## config.mk

```make
export PLATFORM = sky130hd
export DESIGN_NAME = seq_step_player_flat
export DESIGN_NICKNAME = d
export VERILOG_FILES = /design/src/rtl/seq_pkg.sv /design/src/rtl/seq_step_player_if.sv /design/src/rtl/seq_tempo_ctrl.sv /design/src/rtl/seq_step_player.sv /design/src/flat_wrapper.sv
export SDC_FILE = /design/constraint.sdc
export NUM_CORES = 1
export LEC_CHECK = 0
export CAP_MARGIN = 20
export CELL_PAD_IN_SITES_DETAIL_PLACEMENT = 1
export CELL_PAD_IN_SITES_GLOBAL_PLACEMENT = 1
export CORE_AREA = 8 8 133 135
export CTS_BUF_LIST = sky130_fd_sc_hd__clkbuf_16
export DETAILED_ROUTE_END_ITERATION = 10
export DIE_AREA = 0 0 141 143
export PLACE_DENSITY = 0.61
export SYNTH_ARGS = -nofsm -noshare
export SYNTH_HDL_FRONTEND = slang
export SYNTH_SLANG_ARGS = --single-unit
```

## constraint.sdc

```tcl
create_clock -name clk -period 5.55 [get_ports clk]
set_input_delay 1.11 -clock clk [delete_from_list [all_inputs] [get_ports clk]]
set_output_delay 1.11 -clock clk [all_outputs]
set_load 0.02 [all_outputs]
```

## src/rtl/seq_pkg.sv

```systemverilog
`default_nettype none
// ============================================================================
// Module      : seq_pkg
// Description : Shared types and constants for the sequencer playback slice.
// Revision    : 1.0  initial release
// ============================================================================
package seq_pkg;

    localparam logic [1:0] MODE_EDIT = 2'b00;
    localparam logic [1:0] MODE_PLAY = 2'b01;

    localparam int NUM_STEPS = 8;
    localparam int NUM_SMPL  = 4;

    typedef logic [NUM_SMPL-1:0] smpl_mask_t;

    typedef enum logic {
        IDLE = 1'b0,
        RUN  = 1'b1
    } play_state_t;

    // Step index advances modulo NUM_STEPS; 3-bit wrap gives that for free.
    function automatic logic [2:0] next_step(input logic [2:0] cur);
        return cur + 3'd1;
    endfunction

endpackage
`default_nettype wire

```

## src/rtl/seq_step_player_if.sv

```systemverilog
`default_nettype none
// ============================================================================
// Module      : seq_step_player_if
// Description : Control, pattern and status bundle between editor side and player.
// Revision    : 1.0  initial release
// ============================================================================
interface seq_step_player_if #(
    parameter int TICK_W = 24
);
    import seq_pkg::*;

    logic [1:0]        mode;
    logic              play_start;
    logic              play_stop;
    logic              tempo_up;
    logic              tempo_down;
    smpl_mask_t        seq_smpl_1;
    smpl_mask_t        seq_smpl_2;
    smpl_mask_t        seq_smpl_3;
    smpl_mask_t        seq_smpl_4;
    smpl_mask_t        seq_smpl_5;
    smpl_mask_t        seq_smpl_6;
    smpl_mask_t        seq_smpl_7;
    smpl_mask_t        seq_smpl_8;
    smpl_mask_t        trig;
    logic [2:0]        step_idx;
    logic              step_strobe;
    logic              bar_done;
    logic              playing;
    logic [TICK_W-1:0] step_ticks;

    modport master (
        output mode, play_start, play_stop, tempo_up, tempo_down,
        output seq_smpl_1, seq_smpl_2, seq_smpl_3, seq_smpl_4,
        output seq_smpl_5, seq_smpl_6, seq_smpl_7, seq_smpl_8,
        input  trig, step_idx, step_strobe, bar_done, playing, step_ticks
    );

    modport slave (
        input  mode, play_start, play_stop, tempo_up, tempo_down,
        input  seq_smpl_1, seq_smpl_2, seq_smpl_3, seq_smpl_4,
        input  seq_smpl_5, seq_smpl_6, seq_smpl_7, seq_smpl_8,
        output trig, step_idx, step_strobe, bar_done, playing, step_ticks
    );

endinterface
`default_nettype wire

```

## src/rtl/seq_tempo_ctrl.sv

```systemverilog
`default_nettype none
// ============================================================================
// Module      : seq_tempo_ctrl
// Description : Holds the step period and applies clamped tempo up/down pulses.
// Revision    : 1.0  initial release
// ============================================================================
module seq_tempo_ctrl #(
    parameter int TICK_W         = 24,
    parameter int DEF_STEP_TICKS = 3_000_000,
    parameter int TEMPO_STEP     = 100_000,
    parameter int MIN_STEP_TICKS = 500_000,
    parameter int MAX_STEP_TICKS = 12_000_000
) (
    input  wire logic              clk,
    input  wire logic              rst,
    input  wire logic              tempo_up,
    input  wire logic              tempo_down,
    output logic [TICK_W-1:0]      step_ticks
);

    localparam logic [TICK_W:0]   c_step_w = (TICK_W+1)'(TEMPO_STEP);
    localparam logic [TICK_W:0]   c_min_w  = (TICK_W+1)'(MIN_STEP_TICKS);
    localparam logic [TICK_W:0]   c_max_w  = (TICK_W+1)'(MAX_STEP_TICKS);
    localparam logic [TICK_W-1:0] c_step   = TICK_W'(TEMPO_STEP);
    localparam logic [TICK_W-1:0] c_min    = TICK_W'(MIN_STEP_TICKS);
    localparam logic [TICK_W-1:0] c_max    = TICK_W'(MAX_STEP_TICKS);
    localparam logic [TICK_W-1:0] c_def    = TICK_W'(DEF_STEP_TICKS);

    logic [TICK_W-1:0] r_ticks;
    logic [TICK_W:0]   w_ext;
    logic [TICK_W-1:0] w_faster;
    logic [TICK_W-1:0] w_slower;

    // Clamp decisions are made one bit wider so neither direction can wrap.
    assign w_ext    = {1'b0, r_ticks};
    assign w_faster = (w_ext >= c_min_w + c_step_w) ? (r_ticks - c_step) : c_min;
    assign w_slower = (w_ext + c_step_w > c_max_w)  ? c_max : (r_ticks + c_step);

    always_ff @(posedge clk or posedge rst) begin
        if (rst) begin
            r_ticks <= c_def;
        end else if (tempo_up && !tempo_down) begin
            r_ticks <= w_faster;
        end else if (tempo_down && !tempo_up) begin
            r_ticks <= w_slower;
        end
    end

    assign step_ticks = r_ticks;

endmodule
`default_nettype wire

```

## src/rtl/seq_step_player.sv

```systemverilog
`default_nettype none
// ============================================================================
// Module      : seq_step_player
// Description : Walks eight step patterns at a programmable tempo, pulsing triggers.
// Revision    : 1.0  initial release
// ============================================================================
module seq_step_player
    import seq_pkg::*;
#(
    parameter int TICK_W         = 24,
    parameter int DEF_STEP_TICKS = 3_000_000,
    parameter int TEMPO_STEP     = 100_000,
    parameter int MIN_STEP_TICKS = 500_000,
    parameter int MAX_STEP_TICKS = 12_000_000
) (
    input  wire logic          clk,
    input  wire logic          rst,
    seq_step_player_if.slave   bus
);

    localparam logic [0:0] ST_IDLE = 1'(IDLE);
    localparam logic [0:0] ST_RUN  = 1'(RUN);

    logic [0:0]        r_state;
    logic [2:0]        r_step;
    logic [TICK_W-1:0] r_tick_cnt;
    smpl_mask_t        r_trig;
    logic              r_strobe;
    logic              r_bar;

    logic [TICK_W-1:0] w_step_ticks;
    logic [TICK_W:0]   w_cnt_inc;
    logic              w_boundary;
    logic              w_play_mode;
    logic              w_start;
    logic              w_exit;
    logic [2:0]        w_next_step;
    smpl_mask_t        w_pat [NUM_STEPS];

    seq_tempo_ctrl #(
        .TICK_W         (TICK_W),
        .DEF_STEP_TICKS (DEF_STEP_TICKS),
        .TEMPO_STEP     (TEMPO_STEP),
        .MIN_STEP_TICKS (MIN_STEP_TICKS),
        .MAX_STEP_TICKS (MAX_STEP_TICKS)
    ) u_tempo (
        .clk        (clk),
        .rst        (rst),
        .tempo_up   (bus.tempo_up),
        .tempo_down (bus.tempo_down),
        .step_ticks (w_step_ticks)
    );

    assign w_pat[0] = bus.seq_smpl_1;
    assign w_pat[1] = bus.seq_smpl_2;
    assign w_pat[2] = bus.seq_smpl_3;
    assign w_pat[3] = bus.seq_smpl_4;
    assign w_pat[4] = bus.seq_smpl_5;
    assign w_pat[5] = bus.seq_smpl_6;
    assign w_pat[6] = bus.seq_smpl_7;
    assign w_pat[7] = bus.seq_smpl_8;

    assign w_play_mode = (bus.mode == MODE_PLAY);
    assign w_start     = (r_state == ST_IDLE) && bus.play_start && !bus.play_stop && w_play_mode;
    assign w_exit      = (r_state == ST_RUN) && (bus.play_stop || !w_play_mode);
    assign w_next_step = next_step(r_step);

    // tick_cnt + 1 >= step_ticks, i.e. tick_cnt >= step_ticks - 1 without underflow;
    // ">=" lets a period shortened mid-step end that step right away.
    assign w_cnt_inc  = {1'b0, r_tick_cnt} + {{TICK_W{1'b0}}, 1'b1};
    assign w_boundary = (w_cnt_inc >= {1'b0, w_step_ticks});

    always_ff @(posedge clk or posedge rst) begin
        if (rst) begin
            r_state    <= ST_IDLE;
            r_step     <= 3'd0;
            r_tick_cnt <= '0;
            r_trig     <= '0;
            r_strobe   <= 1'b0;
            r_bar      <= 1'b0;
        end else begin
            r_trig   <= '0;
            r_strobe <= 1'b0;
            r_bar    <= 1'b0;
            if (r_state == ST_IDLE) begin
                if (w_start) begin
                    r_state    <= ST_RUN;
                    r_step     <= 3'd0;
                    r_tick_cnt <= '0;
                    r_trig     <= w_pat[0];
                    r_strobe   <= 1'b1;
                end
            end else begin
                // Leaving RUN outranks a coincident step boundary: no trigger.
                if (w_exit) begin
                    r_state    <= ST_IDLE;
                    r_step     <= 3'd0;
                    r_tick_cnt <= '0;
                end else if (w_boundary) begin
                    r_tick_cnt <= '0;
                    r_step     <= w_next_step;
                    r_trig     <= w_pat[w_next_step];
                    r_strobe   <= 1'b1;
                    r_bar      <= (r_step == 3'd7);
                end else begin
                    r_tick_cnt <= w_cnt_inc[TICK_W-1:0];
                end
            end
        end
    end

    assign bus.trig        = r_trig;
    assign bus.step_idx    = r_step;
    assign bus.step_strobe = r_strobe;
    assign bus.bar_done    = r_bar;
    assign bus.playing     = (r_state == ST_RUN);
    assign bus.step_ticks  = w_step_ticks;

endmodule
`default_nettype wire

```

## src/flat_wrapper.sv

```systemverilog
// flat-port wrapper written by rule: the top's interface ports become plain ports
module seq_step_player_flat import seq_pkg::*;
#(
    parameter int TICK_W         = 24,
    parameter int DEF_STEP_TICKS = 3_000_000,
    parameter int TEMPO_STEP     = 100_000,
    parameter int MIN_STEP_TICKS = 500_000,
    parameter int MAX_STEP_TICKS = 12_000_000
)
  (clk, rst, bus_mode, bus_play_start, bus_play_stop, bus_tempo_up, bus_tempo_down, bus_seq_smpl_1, bus_seq_smpl_2, bus_seq_smpl_3, bus_seq_smpl_4, bus_seq_smpl_5, bus_seq_smpl_6, bus_seq_smpl_7, bus_seq_smpl_8, bus_trig, bus_step_idx, bus_step_strobe, bus_bar_done, bus_playing, bus_step_ticks);
  seq_step_player_if #(.TICK_W(TICK_W)) bus_i ();
  input  wire logic clk;
  input  wire logic rst;
  input wire logic [$bits(bus_i.mode)-1:0] bus_mode;
  input wire logic [$bits(bus_i.play_start)-1:0] bus_play_start;
  input wire logic [$bits(bus_i.play_stop)-1:0] bus_play_stop;
  input wire logic [$bits(bus_i.tempo_up)-1:0] bus_tempo_up;
  input wire logic [$bits(bus_i.tempo_down)-1:0] bus_tempo_down;
  input wire logic [$bits(bus_i.seq_smpl_1)-1:0] bus_seq_smpl_1;
  input wire logic [$bits(bus_i.seq_smpl_2)-1:0] bus_seq_smpl_2;
  input wire logic [$bits(bus_i.seq_smpl_3)-1:0] bus_seq_smpl_3;
  input wire logic [$bits(bus_i.seq_smpl_4)-1:0] bus_seq_smpl_4;
  input wire logic [$bits(bus_i.seq_smpl_5)-1:0] bus_seq_smpl_5;
  input wire logic [$bits(bus_i.seq_smpl_6)-1:0] bus_seq_smpl_6;
  input wire logic [$bits(bus_i.seq_smpl_7)-1:0] bus_seq_smpl_7;
  input wire logic [$bits(bus_i.seq_smpl_8)-1:0] bus_seq_smpl_8;
  output wire logic [$bits(bus_i.trig)-1:0] bus_trig;
  output wire logic [$bits(bus_i.step_idx)-1:0] bus_step_idx;
  output wire logic [$bits(bus_i.step_strobe)-1:0] bus_step_strobe;
  output wire logic [$bits(bus_i.bar_done)-1:0] bus_bar_done;
  output wire logic [$bits(bus_i.playing)-1:0] bus_playing;
  output wire logic [$bits(bus_i.step_ticks)-1:0] bus_step_ticks;
  assign bus_i.mode = bus_mode;
  assign bus_i.play_start = bus_play_start;
  assign bus_i.play_stop = bus_play_stop;
  assign bus_i.tempo_up = bus_tempo_up;
  assign bus_i.tempo_down = bus_tempo_down;
  assign bus_i.seq_smpl_1 = bus_seq_smpl_1;
  assign bus_i.seq_smpl_2 = bus_seq_smpl_2;
  assign bus_i.seq_smpl_3 = bus_seq_smpl_3;
  assign bus_i.seq_smpl_4 = bus_seq_smpl_4;
  assign bus_i.seq_smpl_5 = bus_seq_smpl_5;
  assign bus_i.seq_smpl_6 = bus_seq_smpl_6;
  assign bus_i.seq_smpl_7 = bus_seq_smpl_7;
  assign bus_i.seq_smpl_8 = bus_seq_smpl_8;
  assign bus_trig = bus_i.trig;
  assign bus_step_idx = bus_i.step_idx;
  assign bus_step_strobe = bus_i.step_strobe;
  assign bus_bar_done = bus_i.bar_done;
  assign bus_playing = bus_i.playing;
  assign bus_step_ticks = bus_i.step_ticks;
  seq_step_player #(.TICK_W(TICK_W), .DEF_STEP_TICKS(DEF_STEP_TICKS), .TEMPO_STEP(TEMPO_STEP), .MIN_STEP_TICKS(MIN_STEP_TICKS), .MAX_STEP_TICKS(MAX_STEP_TICKS)) u_core (.clk(clk), .rst(rst), .bus(bus_i));
endmodule
```

Yosys cells after proc, flatten, opt, wreduce, memory -nomap -nowiden
Index checks and enable logic that the tools add are counted.
{ "word_totals": {"ff_bits": 58, "in_bits": 40} }
{ "classes": {"n_reduce_logical": 14, "order_cmp": 4, "bitwise_logic": 2, "n_eq_ne": 3, "add_sub_neg": 5, "muxes": 28} }
{ "ops": {"columns": ["operator", "n"], "rows": [
  ["24-bit two-way mux", 8],
  ["24-bit by 1-bit adder with 25-bit output, second input constant", 1],
  ["24-bit by 17-bit adder with 25-bit output, second input constant", 1],
  ["25-bit by 24-bit greater-or-equal comparator with 1-bit output", 1],
  ["25-bit by 24-bit greater-than comparator with 1-bit output, second input constant", 1],
  ["24-bit by 17-bit adder with 24-bit output, second input constant", 1],
  ["24-bit by 20-bit greater-or-equal comparator with 1-bit output, second input constant", 1],
  ["4-bit two-way mux", 6],
  ["24-bit by 17-bit subtractor with 24-bit output, second input constant", 1],
  ["4-bit binary-select mux with 3-bit select", 1],
  ["3-bit two-way mux", 4],
  ["1-bit two-way mux", 9],
  ["1-bit logical AND", 6],
  ["4-bit greater-or-equal comparator, second input constant", 1],
  ["1-bit zero test", 4],
  ["3-bit NOT with 4-bit output", 1],
  ["2-bit nonzero test", 2],
  ["3-bit by 1-bit adder with 3-bit output, second input constant", 1],
  ["3-bit == test, second input constant", 1],
  ["3-bit inequality test, second input constant", 1],
  ["2-bit by 1-bit == test with 1-bit output, second input constant", 1],
  ["2-bit AND reduction", 1],
  ["1-bit logical OR", 1],
  ["1-bit NOT", 1]
]} }

Longest topological paths before layout
{ "depth": {"word_depth": 8, "mapped_depth": 16} }

Hierarchy
Synthesis repeated with hierarchy kept, for this count alone.
{ "unflattened": {"hier_cells": 585, "hier_area_um2": 4906.0} }
{ "modules_own_cells": {"columns": ["mod", "area_per_inst_um2", "n_inst", "cells_each"], "rows": [
  ["seq_step_player", 2652.5, 1, 269],
  ["seq_tempo_ctrl", 2253.4, 1, 316]
]} }

Least setup slack after synthesis
No wires, ideal clock.
{ "synth_timing": {"path_type": "reg-to-reg", "start": "register u_core.r_tick_cnt[12]", "end": "register u_core.r_tick_cnt[10]", "arrival_time_ns": 3.361, "period_less_slack_ns": 3.428, "setup_time_ns": 0.066, "setup_slack_ns": 2.122, "t_required_ns": 5.484, "n_path_buf": 1, "path_stages_with_launch": 14, "cell_sequence": "dfrtp_1 nand3_1 or3_1 nor3_1 and3_1 xor2_1 ha_1 a21oi_1 nor2b_1 a2111oi_0 a31oi_1 nor3_2 clkbuf_1 a22o_1"} }
{ "synth_via": {"elab_chain_cells": 5} }
{ "synth_rtl": {"columns": ["element", "line", "text"], "rows": [
  ["start, declared", "seq_step_player.sv:26", "logic [TICK_W-1:0] r_tick_cnt;"],
  ["start signal, assigned", "seq_step_player.sv:106", "r_tick_cnt <= w_cnt_inc[TICK_W-1:0];"],
  ["24-bit by 1-bit adder with 25-bit output", "seq_step_player.sv:70", "assign w_cnt_inc = {1'b0, r_tick_cnt} + {{TICK_W{1'b0}}, 1'b1};"],
  ["25-bit by 24-bit greater-or-equal comparator with 1-bit output", "seq_step_player.sv:71", "assign w_boundary = (w_cnt_inc >= {1'b0, w_step_ticks});"],
  ["24-bit two-way mux", "seq_step_player.sv:99", "end else if (w_boundary) begin"],
  ["24-bit two-way mux", "seq_step_player.sv:95", "if (w_exit) begin"],
  ["24-bit two-way mux", "seq_step_player.sv:85", "if (r_state == ST_IDLE) begin"]
]} }
Every way passes these cells.
A chain may end at the register's enable or synchronous reset.

Worst setup path after layout
{ "layout_timing": {"start": "register u_core.r_tick_cnt[4]", "end": "register u_core.r_tick_cnt[12]"} }
{ "layout_via": {"elab_chain_cells": 5} }
{ "layout_rtl": {"columns": ["element", "line"], "rows": [
  ["24-bit by 1-bit adder with 25-bit output *", "seq_step_player.sv:70"],
  ["25-bit by 24-bit greater-or-equal comparator with 1-bit output", "seq_step_player.sv:71"],
  ["24-bit two-way mux *", "seq_step_player.sv:99"],
  ["24-bit two-way mux *", "seq_step_player.sv:95"],
  ["24-bit two-way mux *", "seq_step_player.sv:85"]
]} }
Every way passes the cells marked *; elsewhere a longest branch is shown, timed or not.

==> results by group <==
STA
  – RSZ-0062 raised after global routing: false
  – Final Hold Viols: 0
  – Final period utilization: 75.49%
  – PnR worst setup slack: between 1 and 1.5 ns
  – Final Critical Period: around 4.2 ns
  – Setup violators final: 0
  – Final max-slew violation count: 0
  – FMAX: 238.7 MHz
  – Final TNS setup: 0 ns
  – Worst slew pin tran: approximately 0.86 ns
  – Slew margin rel.: 42.05%
  – Worst Skew: 0.01028 ns

Clock network
  – Clock Tree Buf Depth: 2
  – Num CTS Buffers: 5
  – Clk_lat worst skew: roughly 0.32 ns
  – Reg clk slew, reported paths: 0.07 ns
  – Hold_buf cts: 0
  – Clk sinks: 53
  – CTS tree: yes
  – H-Tree Depth: 2
  – Clock root buffer: clkbuf_16
  – Post-CTS Repair Setup Buffers: 0
  – Post-cts sizing count: 0

Logic synthesis
  – Cell Area, Synth: 4591 µm²
  – Post-synth ARST share: 100.0%
  – Yosys top cell by area: dfrtp_1
  – Top cells by area, synth: dfrtp_1 23%, ha_1 6.8%, dfstp_2 5.7%
  – Synthesized area per cell: roughly 8.5 µm²
  – Post-synth top area share: 23.44%
  – Number of flops mapped to enable cells by yosys: 0
  – Post-Syn Instances: 543
  – Distinct cell type count after synthesis: 80
  – Flops & latches, synth: 53
  – Ys flop type: dfrtp_1
  – Yosys warns: 0
  – Sequential fraction of the synthesis area: 29.16%

Placed design
  – GPL Wtd Cong: 0.8481
  – Post-detailed-placement half-perimeter wirelength: 12.53 mm
  – Port bufs: 68
  – Pre-CTS WS: between 1 and 1.5 ns

Critical path
  – Arrival @ worst endpoint: between 4 and 5 ns
  – Worst R2R Start: u_core.r_tick_cnt[4]$_DFFE_PP0P_
  – Startpoint types: flip-flop
  – CP Launch Point: u_core.r_tick_cnt[4]$_DFFE_PP0P_
  – Worst-path maximum fanout: 10
  – Worst setup path category: reg -> reg
  – CP Capture Point: u_core.r_tick_cnt[12]$_DFFE_PP0P_
  – Flop2flop setup slack: 1.36 ns
  – Reg2reg end: u_core.r_tick_cnt[12]$_DFFE_PP0P_
  – WP data required: 5.80 ns
  – Worst r2r path cells: 15
  – Crit end category: flip-flop

Final layout
  – Layout Nets: 658
  – Area delta synth->final: 22.38%
  – Ratio of cells with drive above 1 in the final layout: 8.249%
  – Most frequent cells in the layout: 68 x clkdlybuf4s50_1, 50 x nand2_1, 43 x dfrtp_1, 42 x nor2_1, 36 x a21oi_1
  – ANT cells: 0
  – Most common cell after layout, fill and taps aside: clkdlybuf4s50_1

Floorplan
  – Starting Density: between 20% and 30%
  – Die width: 141 µm
  – DIE AREA: 20160 µm²
  – Rows: 46
  – Die height: 143 µm
  – Core area: 15600 µm²
  – Top Ports: 74

Outcome
  – Status: finished clean

Drt
  – DR vias: 4483
  – Post-route ant nets: 0
  – Total wire length: 16.50 mm
  – Wire length per cell: 20.36 µm
  – Initial DRT Pass Iterations: 5
  – Detailed Route Iter0 Violations: 242
  – Routed vias/inst: 5.535
  – Drt drc: 0

Global routing
  – First-pass GRT wire length: 26.52 mm
  – Largest net degree at the start of global routing: 54
  – Gr ovfl total: 0
  – Vias in the first global route: 4686
  – Initial antenna violation count: 0
  – GRT Util Overall: ~17%

Power and ir drop
  – Power per cell area: 432.1 nW/µm²
  – Max VDD drop: 0.1821 mV
  – Leak: roughly 2.4 nW
  – Power Total: 0.002428 W

Worst hold path
  – Worst hold path type: reg -> reg

Run
  – Max_cap viols: 0
-- flip-flops by register name, summed over array words and instances, names as in the netlist --
| name | count |
|---|---|
| u_core.bus.bar_done | 1 |
| u_core.bus.playing | 1 |
| u_core.bus.step_idx | 3 |
| u_core.bus.step_strobe | 1 |
| u_core.bus.trig | 4 |
| u_core.r_tick_cnt | 24 |
| u_core.u_tempo.step_ticks | 19 |
-- logic make-up after synthesis --
group                    synth area share [%]
AND/OR/NAND/NOR                         21.86
flip-flops                              29.16
other                                 0.08169
adder cells (fa/ha/maj)                 6.814
buffers and inverters                   6.023
AO/OA/AOI/OAI                           26.66
XOR/XNOR                                4.388
multiplexers                            5.015
-- per-stage QoR --
stage	hold slack (ns)	area, µm²	util (%)	instances
2_1_floorplan	0.4732	4606	-	547
4_1_cts	0.5188	5590	35.84	809
5_1_grt	0.5475	5618	36.02	810
6_report	0.5168	5618	36.02	810
3_5_place_dp	0.4961	5423	34.77	801
3_3_place_gp	0.4894	5423	34.77	801
-- worst min path at each step --
stage | from | end | slack (ns) | cells past startpoint
2_1_floorplan | u_core.r_tick_cnt[15]$_DFFE_PP0P_ | u_core.r_tick_cnt[15]$_DFFE_PP0P_ | 0.47 | 1
3_5_place_dp | u_core.r_tick_cnt[15]$_DFFE_PP0P_ | u_core.r_tick_cnt[15]$_DFFE_PP0P_ | 0.50 | 1
6_report | u_core.r_tick_cnt[15]$_DFFE_PP0P_ | u_core.r_tick_cnt[15]$_DFFE_PP0P_ | 0.52 | 1
5_1_grt | u_core.r_tick_cnt[15]$_DFFE_PP0P_ | u_core.r_tick_cnt[15]$_DFFE_PP0P_ | 0.55 | 1
4_1_cts | u_core.r_tick_cnt[15]$_DFFE_PP0P_ | u_core.r_tick_cnt[15]$_DFFE_PP0P_ | 0.52 | 1
3_3_place_gp | u_core.r_tick_cnt[16]$_DFFE_PP0P_ | u_core.r_tick_cnt[16]$_DFFE_PP0P_ | 0.49 | 1
-- critical path: stages, from the launching register on --
cell and delay, ns:
dfrtp_1 0.44, and4_1 0.26, nand4_1 0.22, nor2_1 0.30, nand2_1 0.13, o21ai_0 0.27, nand2_1 0.11, ha_1 0.19
a21o_1 0.18, a21oi_1 0.14, nor2b_1 0.06, a2111oi_0 0.51, a31oi_1 0.26, nor3_2 0.59, buf_4 0.30, a22o_1 0.14
-- power by group --
group | internal (W) | leakage [nW] | switching (W)
logic | 0.000513 | 1.60 | 0.000808
registers | 0.000483 | 0.682 | 0.000243
clock network | 0.000213 | 0.0852 | 0.000167
total | 0.00121 | 2.37 | 0.00122
-- routing by layer --
metal  part of all wire, %  vias up  track usage (%)
met3                   4.3       17            3.205
met2                    48       90            26.84
met5                     0        -                0
met4                   1.5        0            4.581
met1                    47     2261            22.23
li1                      -     2115                -
-- cells in the mapped netlist, types with 3 or more instances --
cell type  instances
nand2b_1           6
nor3b_1            3
mux4_2             8
inv_1             28
o21ai_1            3
nor3_1            13
nand2_1           50
ha_1              25
nor2_1            42
o211ai_1           4
clkbuf_1          16
a211oi_1           3
o21ai_0           28
a31oi_1           13
o21bai_1           4
and3_1             7
o2bb2ai_1          3
xnor2_1           14
a21o_1            13
o31ai_1            4
dfstp_2           10
and2_1             4
or4_1              4
xor2_1             9
nor4_1             9
o22ai_1            3
nand3_1           16
o21a_1             7
mux2i_1            5
a22o_1            18
buf_2             11
dfrtp_1           43
buf_4              6
a211o_1            4
and4_1             3
or3_1              3
nand4_1           12
a21oi_1           36
nor2b_1            3
-- cell type report --
cell class	count	area, µm²
Fill cell	1835	9980
Clock inverter	3	42.54
Sequential cell	53	1339
Inverter	30	112.6
Multi-Input combinational cell	430	2990
Tap cell	216	270.3
Clock buffer	5	125.1
Timing Repair Buffer	73	738.2
(Power assumes the default switching activity.)
